<file path="config.mk">
export PLATFORM = sky130hd
export DESIGN_NAME = load_data_sequencer
export DESIGN_NICKNAME = d
export VERILOG_FILES = /design/src/rtl/load_sequencer_pkg.sv /design/src/rtl/load_extract_extend.sv /design/src/rtl/load_data_sequencer.sv
export SDC_FILE = /design/constraint.sdc
export NUM_CORES = 1
export LEC_CHECK = 0
export BUFFER_PORTS_ARGS = -buffer_cell sky130_fd_sc_hd__buf_2
export CAP_MARGIN = 20
export CORE_MARGIN = 2
export CORE_UTILIZATION = 55
export DETAILED_ROUTE_END_ITERATION = 7
export GPL_TIMING_DRIVEN = 0
export PLACE_DENSITY = 0.87
export SLEW_MARGIN = 20
export SYNTH_ARGS = -nofsm -noshare
export SYNTH_HDL_FRONTEND = slang
export SYNTH_HIERARCHICAL = 1
export SYNTH_SLANG_ARGS = --single-unit
</file>
<file path="constraint.sdc">
create_clock -name clock -period 4.2 [get_ports clock]
set_clock_uncertainty 0.15 [all_clocks]
set_input_delay 0.84 -clock clock [delete_from_list [all_inputs] [get_ports clock]]
set_output_delay 0.84 -clock clock [all_outputs]
set_load 0.01 [all_outputs]
</file>
<file path="src/rtl/load_sequencer_pkg.sv">
// Shared types for the scalar load sequencer: FSM states, funct3 codes,
// access sizes and size helpers.
package load_sequencer_pkg;

    typedef enum logic [1:0] {
        IDLE,
        ISSUE,
        WAIT,
        DONE
    } state_t;

    typedef enum logic [1:0] {
        BYTE   = 2'd0,
        HALF   = 2'd1,
        WORD   = 2'd2,
        DOUBLE = 2'd3
    } access_size_t;

    localparam logic [2:0] F3_LB  = 3'b000;
    localparam logic [2:0] F3_LH  = 3'b001;
    localparam logic [2:0] F3_LW  = 3'b010;
    localparam logic [2:0] F3_LD  = 3'b011;
    localparam logic [2:0] F3_LBU = 3'b100;
    localparam logic [2:0] F3_LHU = 3'b101;
    localparam logic [2:0] F3_LWU = 3'b110;
    localparam logic [2:0] F3_ILL = 3'b111;

    function automatic access_size_t funct3_to_size(input logic [2:0] funct3);
        return access_size_t'(funct3[1:0]);
    endfunction

    // Low offset bits that must be zero for a naturally aligned access
    function automatic logic [2:0] size_mask(input access_size_t size);
        logic [2:0] mask;
        mask = 3'b000;
        unique case (size)
            BYTE:   mask = 3'b000;
            HALF:   mask = 3'b001;
            WORD:   mask = 3'b011;
            DOUBLE: mask = 3'b111;
        endcase
        return mask;
    endfunction

endpackage

</file>
<file path="src/rtl/load_extract_extend.sv">
// Picks the addressed byte/half/word/double out of an 8-byte line and
// sign- or zero-extends it; the offset is forced to natural alignment.
module load_extract_extend
    import load_sequencer_pkg::*;
#(
    parameter int DATA_WIDTH = 64
) (
    input  logic [DATA_WIDTH-1:0] line,
    input  logic [2:0]            off,
    input  logic [2:0]            funct3,
    output logic [DATA_WIDTH-1:0] value
);

    access_size_t          size;
    logic [2:0]            off_aligned;
    logic [DATA_WIDTH-1:0] shifted;
    logic                  sign;

    always_comb begin
        size        = funct3_to_size(funct3);
        off_aligned = off & ~size_mask(size);
        shifted     = line >> {off_aligned, 3'b000};
        sign        = 1'b0;
        value       = shifted;
        unique case (size)
            BYTE: begin
                sign  = ~funct3[2] & shifted[7];
                value = {{(DATA_WIDTH-8){sign}}, shifted[7:0]};
            end
            HALF: begin
                sign  = ~funct3[2] & shifted[15];
                value = {{(DATA_WIDTH-16){sign}}, shifted[15:0]};
            end
            WORD: begin
                sign  = ~funct3[2] & shifted[31];
                value = {{(DATA_WIDTH-32){sign}}, shifted[31:0]};
            end
            DOUBLE: begin
                value = shifted;
            end
        endcase
    end

endmodule

</file>
<file path="src/rtl/load_data_sequencer.sv">
// One-at-a-time scalar load sequencer: IDLE -> ISSUE -> WAIT -> DONE.
// Define MISALIGN_TRAP_EN to trap misaligned loads instead of masking the offset.
module load_data_sequencer
    import load_sequencer_pkg::*;
#(
    parameter int DATA_WIDTH     = 64,
    parameter int ADDR_WIDTH     = 64,
    parameter int TIMEOUT_CYCLES = 16
) (
    input  logic                  clock,
    input  logic                  reset_n,
    input  logic                  request_valid,
    output logic                  request_ready,
    input  logic [ADDR_WIDTH-1:0] request_address,
    input  logic [2:0]            request_funct3,
    output logic                  memory_read_valid,
    input  logic                  memory_read_ready,
    output logic [ADDR_WIDTH-1:0] memory_read_address,
    input  logic                  memory_response_valid,
    input  logic [DATA_WIDTH-1:0] memory_response_data,
    output logic                  result_valid,
    input  logic                  result_ready,
    output logic [DATA_WIDTH-1:0] result_data,
    output logic                  result_error
);

    localparam logic [7:0] LAST = 8'(TIMEOUT_CYCLES - 1);

    state_t                state;
    logic [7:0]            count;
    logic [2:0]            funct3_q;
    logic [2:0]            off_q;
    logic                  misaligned;
    logic [DATA_WIDTH-1:0] extended;

`ifdef MISALIGN_TRAP_EN
    assign misaligned = |(request_address[2:0]
                        & size_mask(funct3_to_size(request_funct3)));
`else
    assign misaligned = 1'b0;
`endif

    load_extract_extend #(
        .DATA_WIDTH (DATA_WIDTH)
    ) u_extract (
        .line   (memory_response_data),
        .off    (off_q),
        .funct3 (funct3_q),
        .value  (extended)
    );

    always_ff @(posedge clock or negedge reset_n) begin
        if (!reset_n) begin
            state               <= IDLE;
            request_ready       <= 1'b1;
            memory_read_valid   <= 1'b0;
            memory_read_address <= '0;
            result_valid        <= 1'b0;
            result_data         <= '0;
            result_error        <= 1'b0;
            count               <= '0;
            funct3_q            <= '0;
            off_q               <= '0;
        end else begin
            unique case (state)
                IDLE: begin
                    if (request_valid) begin
                        funct3_q            <= request_funct3;
                        off_q               <= request_address[2:0];
                        memory_read_address <= {request_address[ADDR_WIDTH-1:3], 3'b000};
                        request_ready       <= 1'b0;
                        if (request_funct3 == F3_ILL || misaligned) begin
                            state        <= DONE;
                            result_valid <= 1'b1;
                            result_error <= 1'b1;
                            result_data  <= '0;
                        end else begin
                            state             <= ISSUE;
                            memory_read_valid <= 1'b1;
                        end
                    end
                end
                ISSUE: begin
                    if (memory_read_ready) begin
                        memory_read_valid <= 1'b0;
                        count             <= '0;
                        state             <= WAIT;
                    end
                end
                WAIT: begin
                    // A response in the final cycle still beats the timeout
                    if (memory_response_valid) begin
                        result_data  <= extended;
                        result_error <= 1'b0;
                        result_valid <= 1'b1;
                        state        <= DONE;
                    end else if (count == LAST) begin
                        result_data  <= '0;
                        result_error <= 1'b1;
                        result_valid <= 1'b1;
                        state        <= DONE;
                    end else begin
                        count <= count + 8'd1;
                    end
                end
                DONE: begin
                    if (result_ready) begin
                        result_valid  <= 1'b0;
                        result_error  <= 1'b0;
                        result_data   <= '0;
                        request_ready <= 1'b1;
                        state         <= IDLE;
                    end
                end
            endcase
        end
    end

endmodule
</file>
# Word-level counts from Yosys, hierarchy flattened
# Index checks and enable logic that the tools add are counted.
[totals] ff_bits=145 in_bits=137 output_inout_bits=132 elab_cells=80
[op_classes] add_sub_neg=1 eq_ne=16 n_shift=1 muxes=34 n_bitwise=6 n_reduce_logical=12
[op_table] op="2-to-1 mux 64 bit" n=5
[op_table] op="one-hot mux 64 bit (4 select lines)" n=1
[op_table] op="one-hot mux 64 bit (3 select lines)" n=1
[op_table] op=">> shifter 64 x 6 -> 64 bit" n=1
[op_table] op="2-to-1 mux 8 bit" n=3
[op_table] op="one-hot mux 8 bit (2 select lines)" n=1
[op_table] op="!= test 2 bit (second input constant)" n=7
[op_table] op="2-to-1 mux 2 bit" n=6
[op_table] op="one-hot mux 3 bit (4 select lines)" n=1
[op_table] op="AND reduction 4 bit" n=3
[op_table] op="2-to-1 mux 1 bit" n=11
[op_table] op="adder 8 x 1 -> 8 bit (second input constant)" n=1
[op_table] op="== test 2 bit (second input constant)" n=4
[op_table] op="== test 8 x 4 -> 1 bit (second input constant)" n=1
[op_table] op="one-hot mux 2 bit (4 select lines)" n=1
[op_table] op="one-hot mux 1 bit (3 select lines)" n=2
[op_table] op="nonzero test 2 bit" n=3
[op_table] op="AND reduction 5 bit" n=1
[op_table] op="== test 2 x 1 -> 1 bit (second input constant)" n=2
[op_table] op="logical NOT 2 bit" n=2
[op_table] op="one-hot mux 1 bit (2 select lines)" n=2
[op_table] op="AND 1 bit" n=3
[op_table] op="AND 3 bit" n=1
[op_table] op="== test 3 bit (second input constant)" n=1
[op_table] op="6 further kinds" n=6

# Longest topological paths before layout
[depth] word_depth=9 mapped_depth=9 depth_no_buf=6

# Hierarchy
# The synthesis kept the hierarchy.
[by_module_without_submodules] mod="load_data_sequencer" n_inst=1 cells_each=387 area_each_um2=5708.0 seq_area_each_um2=3629.7
[by_module_without_submodules] mod="load_extract_extend" n_inst=1 cells_each=294 area_each_um2=1955.6 seq_area_each_um2=0.0

# Least setup slack after synthesis
# OpenSTA, ideal clock, no wires.
[synth_path] path_type="in2reg" from="input port memory_response_data[55]" to="register result_data[62]" setup_time_ps=121 arrival_ps=2211 required_ps=3929 slack_ps=1718 cell_stages=7 path_buffers=1 cell_sequence="nand2b_1 -> mux2i_1 -> a221o_1 -> a311oi_4 -> buf_6 -> nand3_1 -> a22o_1"
[synth_between] elab_chain_len=5 elab_cells_between_ends=7 cone_classes="shift (1); mux (3); bitwise (3)"
[synth_rtl] element="start, declared" line="load_data_sequencer.sv:20" source="input logic [DATA_WIDTH-1:0] memory_response_data,"
[synth_rtl] element=">> shifter 64 x 6 -> 64 bit *" line="load_extract_extend.sv:22" source="shifted = line >> {off_aligned, 3'b000};"
[synth_rtl] element="AND 1 bit, on equally long branches" line="load_extract_extend.sv:35, load_extract_extend.sv:27, load_extract_extend.sv:31"
[synth_rtl] element="one-hot mux 64 bit (4 select lines) *" line="load_extract_extend.sv:25" source="unique case (size)"
[synth_rtl] element="net extended[62]" line="load_data_sequencer.sv:34" source="logic [DATA_WIDTH-1:0] extended;"
[synth_rtl] element="2-to-1 mux 64 bit *" line="load_data_sequencer.sv:92" source="if (memory_response_valid) begin"
[synth_rtl] element="one-hot mux 64 bit (3 select lines) *" line="load_data_sequencer.sv:65" source="unique case (state)"
[synth_rtl] element="end signal, assigned" line="load_data_sequencer.sv:93" source="result_data <= extended;"
[synth_rtl] element="end, declared" line="load_data_sequencer.sv:23" source="output logic [DATA_WIDTH-1:0] result_data,"
# The timed path passes the listed nets; every way through them passes the cells marked *. The select of a mux whose other input is x is not followed.
# A chain may end at the register's enable or synchronous reset.

# Worst setup path in the final report
[layout_path] from="register off_q[1]" to="register result_data[47]"
[layout_between] elab_chain_len=6 elab_cells_between_ends=8 cone_classes="shift (1); mux (3); bitwise (4)"
[layout_rtl] element="start, declared" line="load_data_sequencer.sv:32" source="logic [2:0] off_q;"
[layout_rtl] element="start signal, assigned" line="load_data_sequencer.sv:69" source="off_q <= request_address[2:0];"
[layout_rtl] element="AND 3 bit *" line="load_extract_extend.sv:21" source="off_aligned = off & ~size_mask(size);"
[layout_rtl] element=">> shifter 64 x 6 -> 64 bit *" line="load_extract_extend.sv:22"
[layout_rtl] element="AND 1 bit, on equally long branches" line="load_extract_extend.sv:35, load_extract_extend.sv:27, load_extract_extend.sv:31"
[layout_rtl] element="one-hot mux 64 bit (4 select lines) *" line="load_extract_extend.sv:25"
[layout_rtl] element="net extended[47]" line="load_data_sequencer.sv:34"
[layout_rtl] element="2-to-1 mux 64 bit *" line="load_data_sequencer.sv:92"
[layout_rtl] element="one-hot mux 64 bit (3 select lines) *" line="load_data_sequencer.sv:65"
# Marks and branches as above.

==> results.yml <==
logic_synthesis:
  avgSynthCellArea_sq_um: 11.3
  yosys_warnings: 6
  ys_ff_latch: 145
  synth_xor_area_share_pct: 0.114
  synth_mux_area_share_pct: 17.9
  synth_flop_cell: "dfrtp_1"
  synth_edf_count: 0
  synth_compound_area_share_pct: 18.0
  ys_types: 64
  synthAdderAreaFrac_pct: 0.980
  synthCells: 681
  synth_seq_area_share_pct: 47.4
  syn_area_sq_um: 7660
  synth-simple-area-share_pct: 10.5
  synth_top_family_by_area: "compound AO/OA/AOI/OAI gates"
  postSynth.asyncResetShare_pct: 100
clock_network:
  htreeDepth: 4
  clk_pin_slew_ns: 0.06
  clk_latency_ns: 0.42
  cts_tree: "yes"
  cts_buffer_depth: 2
  cts_resized: 0
  post_cts_buffers: 0
  root_buffer: "clkbuf_16"
  cts_inserted_buffers: 17
  hold_buffers: 0
  cts.sinks: 145
power_and_ir_drop:
  p_int_mw: 4.77
  seqPwrFrac_pct: 28.7
  clkPwrFrac_pct: 19.0
  pwr-share-comb_pct: 52.4
  switching_share_pct: 41.5
  power_density_nw_per_um2: 827
  p_switching_mw: 3.39
  worst_ir_drop_vdd_uv: 457
  leakage_nw: 4.98
global_route:
  grt_overflow_total: 0
  grt_pass1_wl_mm: 37.4
  grt_max_degree: 86
  grt_pass1_vias: 6995
  grt_antenna_before_repair: 0
  grt_use_total_pct: 33.7
sta:
  slew_violations: 0
  timing.final.crit_period_ns: 3.23
  finalSetupViolations: 0
  min_period_over_period_pct: 76.9
  fmax_ghz: 0.310
  max_slew_margin_pct: 31.8
  fin_tns_setup_ns: 0
  fin_ws_ns: 0.970
  tightest_slew_ns: 1.01
  rsz0062_at_grt: "false"
  hold_violations: 0
floorplanning:
  pin_count: 269
  start_util_pct: 55.9
  fp.dieArea_sq_um: 14900
  die_x_um: 122
  core_sq_um: 13700
  num_rows: 43
  die_h_um: 122
detailed_routing:
  vias: 7118
  final_antenna_net_count: 0
  wl_per_cell_um: 21.8
  drt_iter0_drc: 810
  routed_wl_mm: 25.3
  drc: 0
  drt_pre_antenna_iters: 6
  vias_per_cell: 6.13
critical_path:
  startpoint_type: "register"
  crit_type: "reg -> reg"
  worstSetupEndpointType: "register"
  required_ns: 4.36
  worstPathMaxFanout: 10
  cp_data_arrival_time_ns: 3.39
layout:
  fin_nets: 1111
  layout_common_cells: "284 x buf_2, 144 x dfrtp_1, 71 x mux2_2"
  final_common_cell: "buf_2"
  drive_gt1_share_pct: 43.0
  antenna_cells: 0
  area_growth_pct: 28.6
placed_design:
  place.gp.congestion: 0.973
  io_buffers: 265
  place_ws_ns: 1.10
  hpwl_mm: 19.1
outcome:
  status: "completed"
job:
  cap_violations: 0
min_path:
  hp-class: "in -> async"
[per-layer routing]
layer | part of all wire, % | global-route usage [%]
met4 | 5.5 | 20.3
met2 | 48 | 56.1
met3 | 11 | 8.90
met1 | 36 | 39.0
met5 | 0 | 0
[flip-flops by register name, indices dropped and copies added (netlist names)]
register             flops
result_valid             1
request_ready            1
result_data             64
result_error             1
funct3_q                 3
count                    8
memory_read_valid        1
off_q                    3
state                    2
memory_read_address     61
[kinds of logic after synthesis]
group / after synthesis
AOI/OAI and AO/OA: 181
other: 1
DFF: 145
buffers and inverters: 76
and+or+nand+nor: 157
xor gates and xnor gates: 1
muxes: 114
adders and majority gates: 6
[final cells by class]
| type | instances | area, sq um |
|---|---|---|
| fill | 989 | 3860 |
| multi-input combinational | 462 | 3650 |
| sequential | 145 | 3630 |
| timing repair buffer | 266 | 1360 |
| clock buffer | 20 | 437 |
| buffer | 59 | 329 |
| tap | 180 | 225 |
| clock inverter | 12 | 160 |
| inverter | 17 | 63.8 |
[critical path, cell delays in order (launching register included)]
cell and delay (ns):
dfrtp_1 0.35, buf_2 0.18, clkinv_1 0.30, a21oi_2 0.54, o221ai_1 0.27, a32oi_1 0.38
buf_2 0.33, buf_2 0.25, nand3_1 0.13, a22o_1 0.24
[synthesized netlist by cell type, drive strengths merged (2+ instances only)]
master | n | area share (%)
buf | 39 | 3.3
a31oi | 5 | 0.49
ha | 6 | 0.98
o221ai | 3 | 0.34
and3 | 2 | 0.16
a22oi | 4 | 0.39
clkbuf | 20 | 0.98
nor4b | 2 | 0.31
nor3 | 3 | 0.20
or3 | 2 | 0.16
o211ai | 15 | 1.5
o31ai | 9 | 0.88
nor2b | 3 | 0.24
nand3 | 47 | 3.1
and2 | 2 | 0.16
a21oi | 25 | 1.7
o311ai | 3 | 0.57
mux2i | 31 | 4.0
o21ai | 25 | 1.6
inv | 16 | 0.78
nand2 | 49 | 2.4
a32oi | 2 | 0.23
nor3b | 2 | 0.20
nor4 | 4 | 0.33
nand4 | 2 | 0.16
mux2 | 72 | 11
a211oi | 3 | 0.29
a22o | 65 | 7.4
nor2 | 20 | 1.0
or4 | 2 | 0.20
o32a | 2 | 0.26
o31a | 5 | 0.57
mux4 | 11 | 3.2
o22ai | 7 | 0.57
a221o | 2 | 0.26
dfrtp | 144 | 47
nand3b | 5 | 0.49
nand2b | 7 | 0.57
[power groups by stage]
stage / combinational, mW / sequential (mW) / clock (mW)
2_1_floorplan: 2.52 / 2.55 / 0
3_3_place_gp: 4.08 / 2.31 / 0
3_5_place_dp: 4.17 / 2.35 / 0
4_1_cts: 4.21 / 2.33 / 1.55
5_1_grt: 4.57 / 2.40 / 1.61
6_report: 4.27 / 2.34 / 1.55
[through the flow]
stage	hold WS, ns	utilization (%)	cell area (sq um)	power, mW	std cells
5_1_grt	0.200	71.8	9860	8.58	1161
3_3_place_gp	0.329	67.2	9220	6.39	1128
4_1_cts	0.187	71.8	9860	8.10	1161
2_1_floorplan	0.324	-	7670	5.07	683
3_5_place_dp	0.329	67.5	9260	6.52	1129
6_report	0.170	71.8	9860	8.16	1161
[path summary, 6_finish.rpt]
check / cells past startpoint / to / from / slack, ns
min reg2reg: 1 / result_data[48] / result_data[48] / 0.34
min in group clock: 1 / result_data[48] / result_data[48] / 0.34
min: 1 / result_data[63] / reset_n / 0.17
max reg2reg: 9 / result_data[47] / off_q[1] / 0.97
max: 9 / result_data[47] / off_q[1] / 0.97
max in group asynchronous: 2 / request_ready / reset_n / 2.95
No activity file was read; power rests on OpenSTA's default activity.
